`src/rtl/llc_set_table_pkg.sv`:
```
// Shared constants, entry type and width helpers for the LLC in-flight set table.
// LLC_SET_BITS sits with the other cache_consts values; the table depth default sits beside it.
`ifndef LLC_SET_BITS
`define LLC_SET_BITS 10
`endif

package llc_set_table_pkg;

    localparam int LLC_SET_BITS        = `LLC_SET_BITS;
    localparam int LLC_SET_TABLE_DEPTH = 8;

    typedef struct packed {
        logic                    valid;
        logic [LLC_SET_BITS-1:0] tag;
    } llc_set_entry_t;

    function automatic int idx_width(input int depth);
        return (depth > 1) ? $clog2(depth) : 1;
    endfunction

    function automatic int cnt_width(input int depth);
        return $clog2(depth + 1);
    endfunction

endpackage

```
`src/rtl/llc_prio_enc.sv`:
```
// Lowest-set-bit priority encoder with a found flag; idx is 0 when nothing is set.
module llc_prio_enc #(
    parameter int WIDTH = 8,
    parameter int IDX_W = 3
) (
    input  logic [WIDTH-1:0] req,
    output logic             found,
    output logic [IDX_W-1:0] idx
);

    always_comb begin
        found = |req;
        idx   = '0;
        // Scan downwards so the lowest set bit is the last one written.
        for (int i = WIDTH - 1; i >= 0; i--) begin
            if (req[i]) idx = IDX_W'(i);
        end
    end

endmodule

```
`src/rtl/llc_set_table_alloc.sv`:
```
// In-flight LLC set table: parallel conflict lookups, lowest-free-slot allocation,
// release by slot index, with registered occupancy and a sticky bad-release flag.
module llc_set_table_alloc
    import llc_set_table_pkg::*;
#(
    parameter int SET_BITS   = `LLC_SET_BITS,
    parameter int DEPTH      = LLC_SET_TABLE_DEPTH,
    parameter int NUM_LOOKUP = 2,
    parameter bit ALLOW_DUP  = 1'b0,
    localparam int IDX_W     = idx_width(DEPTH),
    localparam int CNT_W     = cnt_width(DEPTH)
) (
    input  logic                           clk,
    input  logic                           rst,
    input  logic [NUM_LOOKUP-1:0]          lookup_valid,
    input  logic [NUM_LOOKUP*SET_BITS-1:0] lookup_set,
    output logic [NUM_LOOKUP-1:0]          lookup_hit,
    output logic [NUM_LOOKUP*IDX_W-1:0]    lookup_idx,
    input  logic                           alloc_valid,
    input  logic [SET_BITS-1:0]            alloc_set,
    output logic                           alloc_ready,
    output logic [IDX_W-1:0]               alloc_idx,
    input  logic                           release_valid,
    input  logic [IDX_W-1:0]               release_idx,
    output logic [CNT_W-1:0]               occupancy,
    output logic                           full,
    output logic                           empty,
    output logic                           err_release
);

    logic [DEPTH-1:0]    entry_valid;
    logic [SET_BITS-1:0] entry_tag [DEPTH];

    logic [DEPTH-1:0] dup_match;
    logic             free_found;
    logic [IDX_W-1:0] free_idx;
    logic             alloc_fire;
    logic             rel_in_range;
    logic             rel_hit;
    logic             rel_fire;

    // Lookups and allocation decisions all see pre-edge state only.
    for (genvar p = 0; p < NUM_LOOKUP; p++) begin : g_lookup
        logic [DEPTH-1:0] match;
        logic             found;
        logic [IDX_W-1:0] idx;

        always_comb begin
            for (int i = 0; i < DEPTH; i++) begin
                match[i] = entry_valid[i] && (entry_tag[i] == lookup_set[p*SET_BITS +: SET_BITS]);
            end
        end

        llc_prio_enc #(.WIDTH(DEPTH), .IDX_W(IDX_W)) u_match_enc (
            .req   (match),
            .found (found),
            .idx   (idx)
        );

        assign lookup_hit[p]                 = lookup_valid[p] && found;
        assign lookup_idx[p*IDX_W +: IDX_W]  = lookup_hit[p] ? idx : '0;
    end

    llc_prio_enc #(.WIDTH(DEPTH), .IDX_W(IDX_W)) u_free_enc (
        .req   (~entry_valid),
        .found (free_found),
        .idx   (free_idx)
    );

    always_comb begin
        for (int i = 0; i < DEPTH; i++) begin
            dup_match[i] = entry_valid[i] && (entry_tag[i] == alloc_set);
        end
    end

    assign full        = (occupancy == CNT_W'(DEPTH));
    assign empty       = (occupancy == '0);
    assign alloc_ready = !full && (ALLOW_DUP || !(|dup_match));
    assign alloc_idx   = free_idx;
    assign alloc_fire  = alloc_valid && alloc_ready;

    assign rel_in_range = ({1'b0, release_idx} < (IDX_W + 1)'(DEPTH));

    always_comb begin
        rel_hit = 1'b0;
        if (rel_in_range) rel_hit = entry_valid[release_idx];
    end

    assign rel_fire = release_valid && rel_hit;

    always_ff @(posedge clk or posedge rst) begin
        if (rst) begin
            entry_valid <= '0;
            for (int i = 0; i < DEPTH; i++) entry_tag[i] <= '0;
            occupancy   <= '0;
            err_release <= 1'b0;
        end else begin
            // Alloc only targets invalid slots and release only valid ones, so they never collide.
            if (alloc_fire) begin
                entry_valid[free_idx] <= 1'b1;
                entry_tag[free_idx]   <= alloc_set;
            end
            if (rel_fire) entry_valid[release_idx] <= 1'b0;

            case ({alloc_fire, rel_fire})
                2'b10:   occupancy <= occupancy + CNT_W'(1);
                2'b01:   occupancy <= occupancy - CNT_W'(1);
                default: occupancy <= occupancy;
            endcase

            if (release_valid && !rel_hit) err_release <= 1'b1;
        end
    end

    a_occ_bound : assert property (@(posedge clk) disable iff (rst)
        occupancy <= CNT_W'(DEPTH));
    a_occ_popcount : assert property (@(posedge clk) disable iff (rst)
        $countones(entry_valid) == int'(occupancy));
    a_free_consistent : assert property (@(posedge clk) disable iff (rst)
        free_found == !full);

endmodule

```
`config.mk`:
```
export PLATFORM = sky130hd
export DESIGN_NAME = llc_set_table_alloc
export DESIGN_NICKNAME = d
export VERILOG_FILES = /design/src/rtl/llc_set_table_pkg.sv /design/src/rtl/llc_prio_enc.sv /design/src/rtl/llc_set_table_alloc.sv
export SDC_FILE = /design/constraint.sdc
export NUM_CORES = 1
export LEC_CHECK = 0
export CAP_MARGIN = 25
export CORE_AREA = 2 2 121 123
export CTS_CLUSTER_DIAMETER = 50
export DETAILED_ROUTE_END_ITERATION = 6
export DIE_AREA = 0 0 123 125
export HOLD_SLACK_MARGIN = 0.05
export PLACE_DENSITY = 0.69
export SLEW_MARGIN = 20
export SYNTH_ARGS = -nofsm -noshare
export SYNTH_HDL_FRONTEND = slang
export SYNTH_SLANG_ARGS = --single-unit
```
`constraint.sdc`:
```
create_clock -name clk -period 4.3 [get_ports clk]
set_input_delay 0.86 -clock clk [delete_from_list [all_inputs] [get_ports clk]]
set_output_delay 0.86 -clock clk [all_outputs]
set_load 0.005 [all_outputs]
```
==> out/metrics.yaml <==
cells_and_area:
  post_route_cells_drive_above_1_share: 0.218
  final_nets: 790
  design_area_sq_mm: 0.00843
  final_cells: 935
  layout.core_utilization: 0.594
  flow.area_growth_from_synthesis_pct: 22.2
  insertedDiodeCount: 0
clock_network:
  cts_setup_buffers: 0
  worst_skew_pair.late_latency_ns: 0.35
  clockBufferDepth: 2
  ctsHoldBuffers: 0
  clk_root_buffer_cell: "sky130_fd_sc_hd__clkbuf_16"
  clock_sinks: 93
  cts_tree: "yes"
  cts_htree_levels: 3
  cts.reportedPaths.clkPinSlew_ns: 0.06
  tritoncts.num_buffers: 9
synth:
  synth_cells: 664
  avgSynthCellArea_sq_um: 10.4
  register_bit_total_from_synthesis: 93
  synth_top_area_share: 0.337
  yosys_warnings: 0
  synth_most_common_cell: "sky130_fd_sc_hd__xnor2_1"
  synth-edff-count: 0
  synth_sequential_area_ratio: 0.337
  synthDistinctLibCells: 47
  ffs_w_async_s_r_synth: 1.00
  synth_largest_area_cell: "sky130_fd_sc_hd__dfrtp_1"
  mappedNetlistNets: 707
  main_flop_type_after_synthesis: "sky130_fd_sc_hd__dfrtp_1"
  synth.cell_area_sq_mm: 0.00690
  synth_top_cells_by_count: "sky130_fd_sc_hd__xnor2_1, sky130_fd_sc_hd__dfrtp_1, sky130_fd_sc_hd__mux2_2"
  synthTopCellsByArea: "sky130_fd_sc_hd__dfrtp_1, sky130_fd_sc_hd__xnor2_1, sky130_fd_sc_hd__mux2_2"
power_and_ir_drop:
  share_seq_of_total_power: 0.392
  internal_power_mw: 3.21
  power_density_over_cell_area_mw_per_mm2: 632
  power.ir.vdd_worst_mv: 0.359
  static-leakage-power_nw: 3.11
  comb_power_share: 0.462
  switch_share: 0.397
  p_switching_mw: 2.12
  report.power.total_mw: 5.33
  power.share.clock: 0.146
sta:
  worstMarginPinSlew_ns: 0.829
  finalSetupViolCount: 0
  finalCritPeriodShare: 0.989
  finalCriticalPeriod_ns: 4.25
  maxSlewHeadroom: 0.447
  max_freq_mhz: 235
  hold_viol_final: 0
  maxSlewViolCount: 0
  final_setup_skew_ns: 0.00813
status:
  run_status: "complete, no violations"
min_path:
  holdCritPathClass: "reg -> reg"
grt:
  grt_first_pass_wirelength_um: 31400
  antenna_found_initial: 0
  gr-total-overflow: 0
  grt_pass1_vias: 5409
  largest_net_degree_at_the_start_of_global_routing: 67
  grt_usage: 0.273
floorplan:
  floorplan.die_area_sq_mm: 0.0154
  die_x_um: 123
  fp.dieH_um: 125
  pin_count: 58
  fp.coreArea_sq_mm: 0.0142
  std_cell_rows: 44
  initial_utilization: 0.486
worst_setup_path:
  crit_path_start: "lookup_set[18]"
  crit_fanout: 4
  critPathRequiredTime_ns: 3.44
  worst_setup_end_kind: "output pin"
  r2r.worst_path.cells: 14
  cp_data_arrival_time_ns: 3.39
  r2r_slack_ns: 1.14
  start_kind: "input pin"
  r2r-end: "occupancy[3]$_DFFE_PP0P_"
  crit_path_end: "lookup_idx[3]"
  path_class: "in -> out"
  r2r-start: "entry_tag[11]$_DFFE_PP0P_"
routing:
  antenna_violating_nets_post_route: 0
  route.detailed.drc: 0
  avgViaCountPerCell: 5.82
  drtPass1Iterations: 7
  route.vias.total: 5439
  routed_wire_length_per_instance_um: 21.8
  detail_route.iter0.violations: 447
  totalWireLength_um: 20400
placed_design:
  placedInstanceArea_sq_mm: 0.00810
  buffer_ports.inserted: 57
  gp_congestion: 1.01
  place.detailed.instances: 920
  detailed_place_hpwl_um: 15600
flow_run:
  max_cap_viols: 0
through the flow:
| stage | setup slack (ns) | hold slack, ns | setup TNS, ns |
|---|---|---|---|
| floorplan | 0.748 | 0.451 | 0 |
| global placement | -0.0317 | 0.442 | -0.0317 |
| detailed placement | -0.0485 | 0.452 | -0.0553 |
| CTS | 0.00568 | 0.463 | 0 |
| global route | -0.0150 | 0.476 | -0.0150 |
| finish | 0.0454 | 0.461 | 0 |
state kept, by name (all words and copies together), names as in the netlist:
signal and cells:
entry_valid 8, err_release 1, occupancy 4, entry_tag 80
layout make-up:
type / instances / area (sq um)
Clock buffer: 13 / 240
Clock inverter: 2 / 35.0
Fill cell: 1202 / 5770
Inverter: 9 / 36.3
Multi-Input combinational cell: 511 / 4330
Sequential cell: 93 / 2330
Tap cell: 184 / 230
Timing Repair Buffer: 123 / 1230
power by group through the flow:
stage	sequential, mW	clock [mW]	combinational (mW)
finish	2.09	0.776	2.46
global route	2.15	0.827	2.66
CTS	2.08	0.788	2.44
detailed placement	2.09	0	2.43
global placement	2.06	0	2.36
floorplan	1.83	0	1.94
critical path: stages:
cell and delay [ns]:
sky130_fd_sc_hd__clkdlybuf4s50_1 0.68, sky130_fd_sc_hd__buf_4 0.25, sky130_fd_sc_hd__xnor2_1 0.12, sky130_fd_sc_hd__nand4_1 0.17
sky130_fd_sc_hd__nor3_1 0.30, sky130_fd_sc_hd__nor4_1 0.12, sky130_fd_sc_hd__buf_4 0.16, sky130_fd_sc_hd__nand2_1 0.06
sky130_fd_sc_hd__o2111a_1 0.18, sky130_fd_sc_hd__clkdlybuf4s50_1 0.50
metal layers:
| layer | routed length, um | track usage | part of all wire | vias up |
|---|---|---|---|---|
| met5 | 0 | 0 | 0 | - |
| met4 | 742 | 0.111 | 0.036 | 0 |
| met3 | 1590 | 0.0406 | 0.078 | 51 |
| met2 | 9350 | 0.423 | 0.46 | 244 |
| met1 | 8750 | 0.381 | 0.43 | 2692 |
| li1 | - | - | - | 2452 |
timing repair:
action / in CTS / in global routing
endpoints found under the setup margin: 2 / 5
pin swaps: 0 / 2
gates resized for setup: 4 / 12
logic make-up after synthesis:
family | share of synthesized area
buffers and inverters | 0.0444
AND/OR/NAND/NOR | 0.127
multiplexers | 0.140
XOR/XNOR | 0.310
AO/OA/AOI/OAI | 0.0337
adder cells (fa/ha/maj) | 0.00834
flip-flops | 0.337
worst min path at each step:
stage                            startpoint                       to  slack, ns  cells after the start
floorplan           err_release$_DFFE_PP0P_  err_release$_DFFE_PP0P_       0.45                      1
global placement    err_release$_DFFE_PP0P_  err_release$_DFFE_PP0P_       0.44                      1
detailed placement  err_release$_DFFE_PP0P_  err_release$_DFFE_PP0P_       0.45                      1
CTS                 err_release$_DFFE_PP0P_  err_release$_DFFE_PP0P_       0.46                      1
global route        err_release$_DFFE_PP0P_  err_release$_DFFE_PP0P_       0.48                      1
finish              err_release$_DFFE_PP0P_  err_release$_DFFE_PP0P_       0.46                      1
layout by cell type (no fill, tap or decap), types with 3 or more instances in the layout:
| master | n |
|---|---|
| sky130_fd_sc_hd__xnor2_1 | 210 |
| sky130_fd_sc_hd__dfrtp_1 | 93 |
| sky130_fd_sc_hd__mux2_2 | 64 |
| sky130_fd_sc_hd__buf_4 | 53 |
| sky130_fd_sc_hd__clkdlybuf4s50_1 | 51 |
| sky130_fd_sc_hd__nand4_1 | 47 |
| sky130_fd_sc_hd__xor2_1 | 34 |
| sky130_fd_sc_hd__nand3_1 | 20 |
| sky130_fd_sc_hd__nor3_1 | 17 |
| sky130_fd_sc_hd__mux2_1 | 16 |
| sky130_fd_sc_hd__nand2_1 | 14 |
| sky130_fd_sc_hd__buf_12 | 13 |
| sky130_fd_sc_hd__nor4_1 | 9 |
| sky130_fd_sc_hd__nor2_1 | 9 |
| sky130_fd_sc_hd__clkbuf_16 | 9 |
| sky130_fd_sc_hd__inv_1 | 8 |
| sky130_fd_sc_hd__nor3_2 | 8 |
| sky130_fd_sc_hd__o22a_1 | 6 |
| sky130_fd_sc_hd__a21oi_1 | 5 |
| sky130_fd_sc_hd__o21ai_0 | 4 |
| sky130_fd_sc_hd__nor4b_2 | 4 |
| sky130_fd_sc_hd__nand2b_1 | 4 |
| sky130_fd_sc_hd__clkbuf_1 | 4 |
| sky130_fd_sc_hd__nor2b_1 | 3 |
| sky130_fd_sc_hd__nor4_2 | 3 |
| sky130_fd_sc_hd__o21a_1 | 3 |
| sky130_fd_sc_hd__ha_1 | 3 |
| sky130_fd_sc_hd__dlymetal6s2s_1 | 3 |
| sky130_fd_sc_hd__dlygate4sd2_1 | 3 |
(Power assumes the default switching activity.)
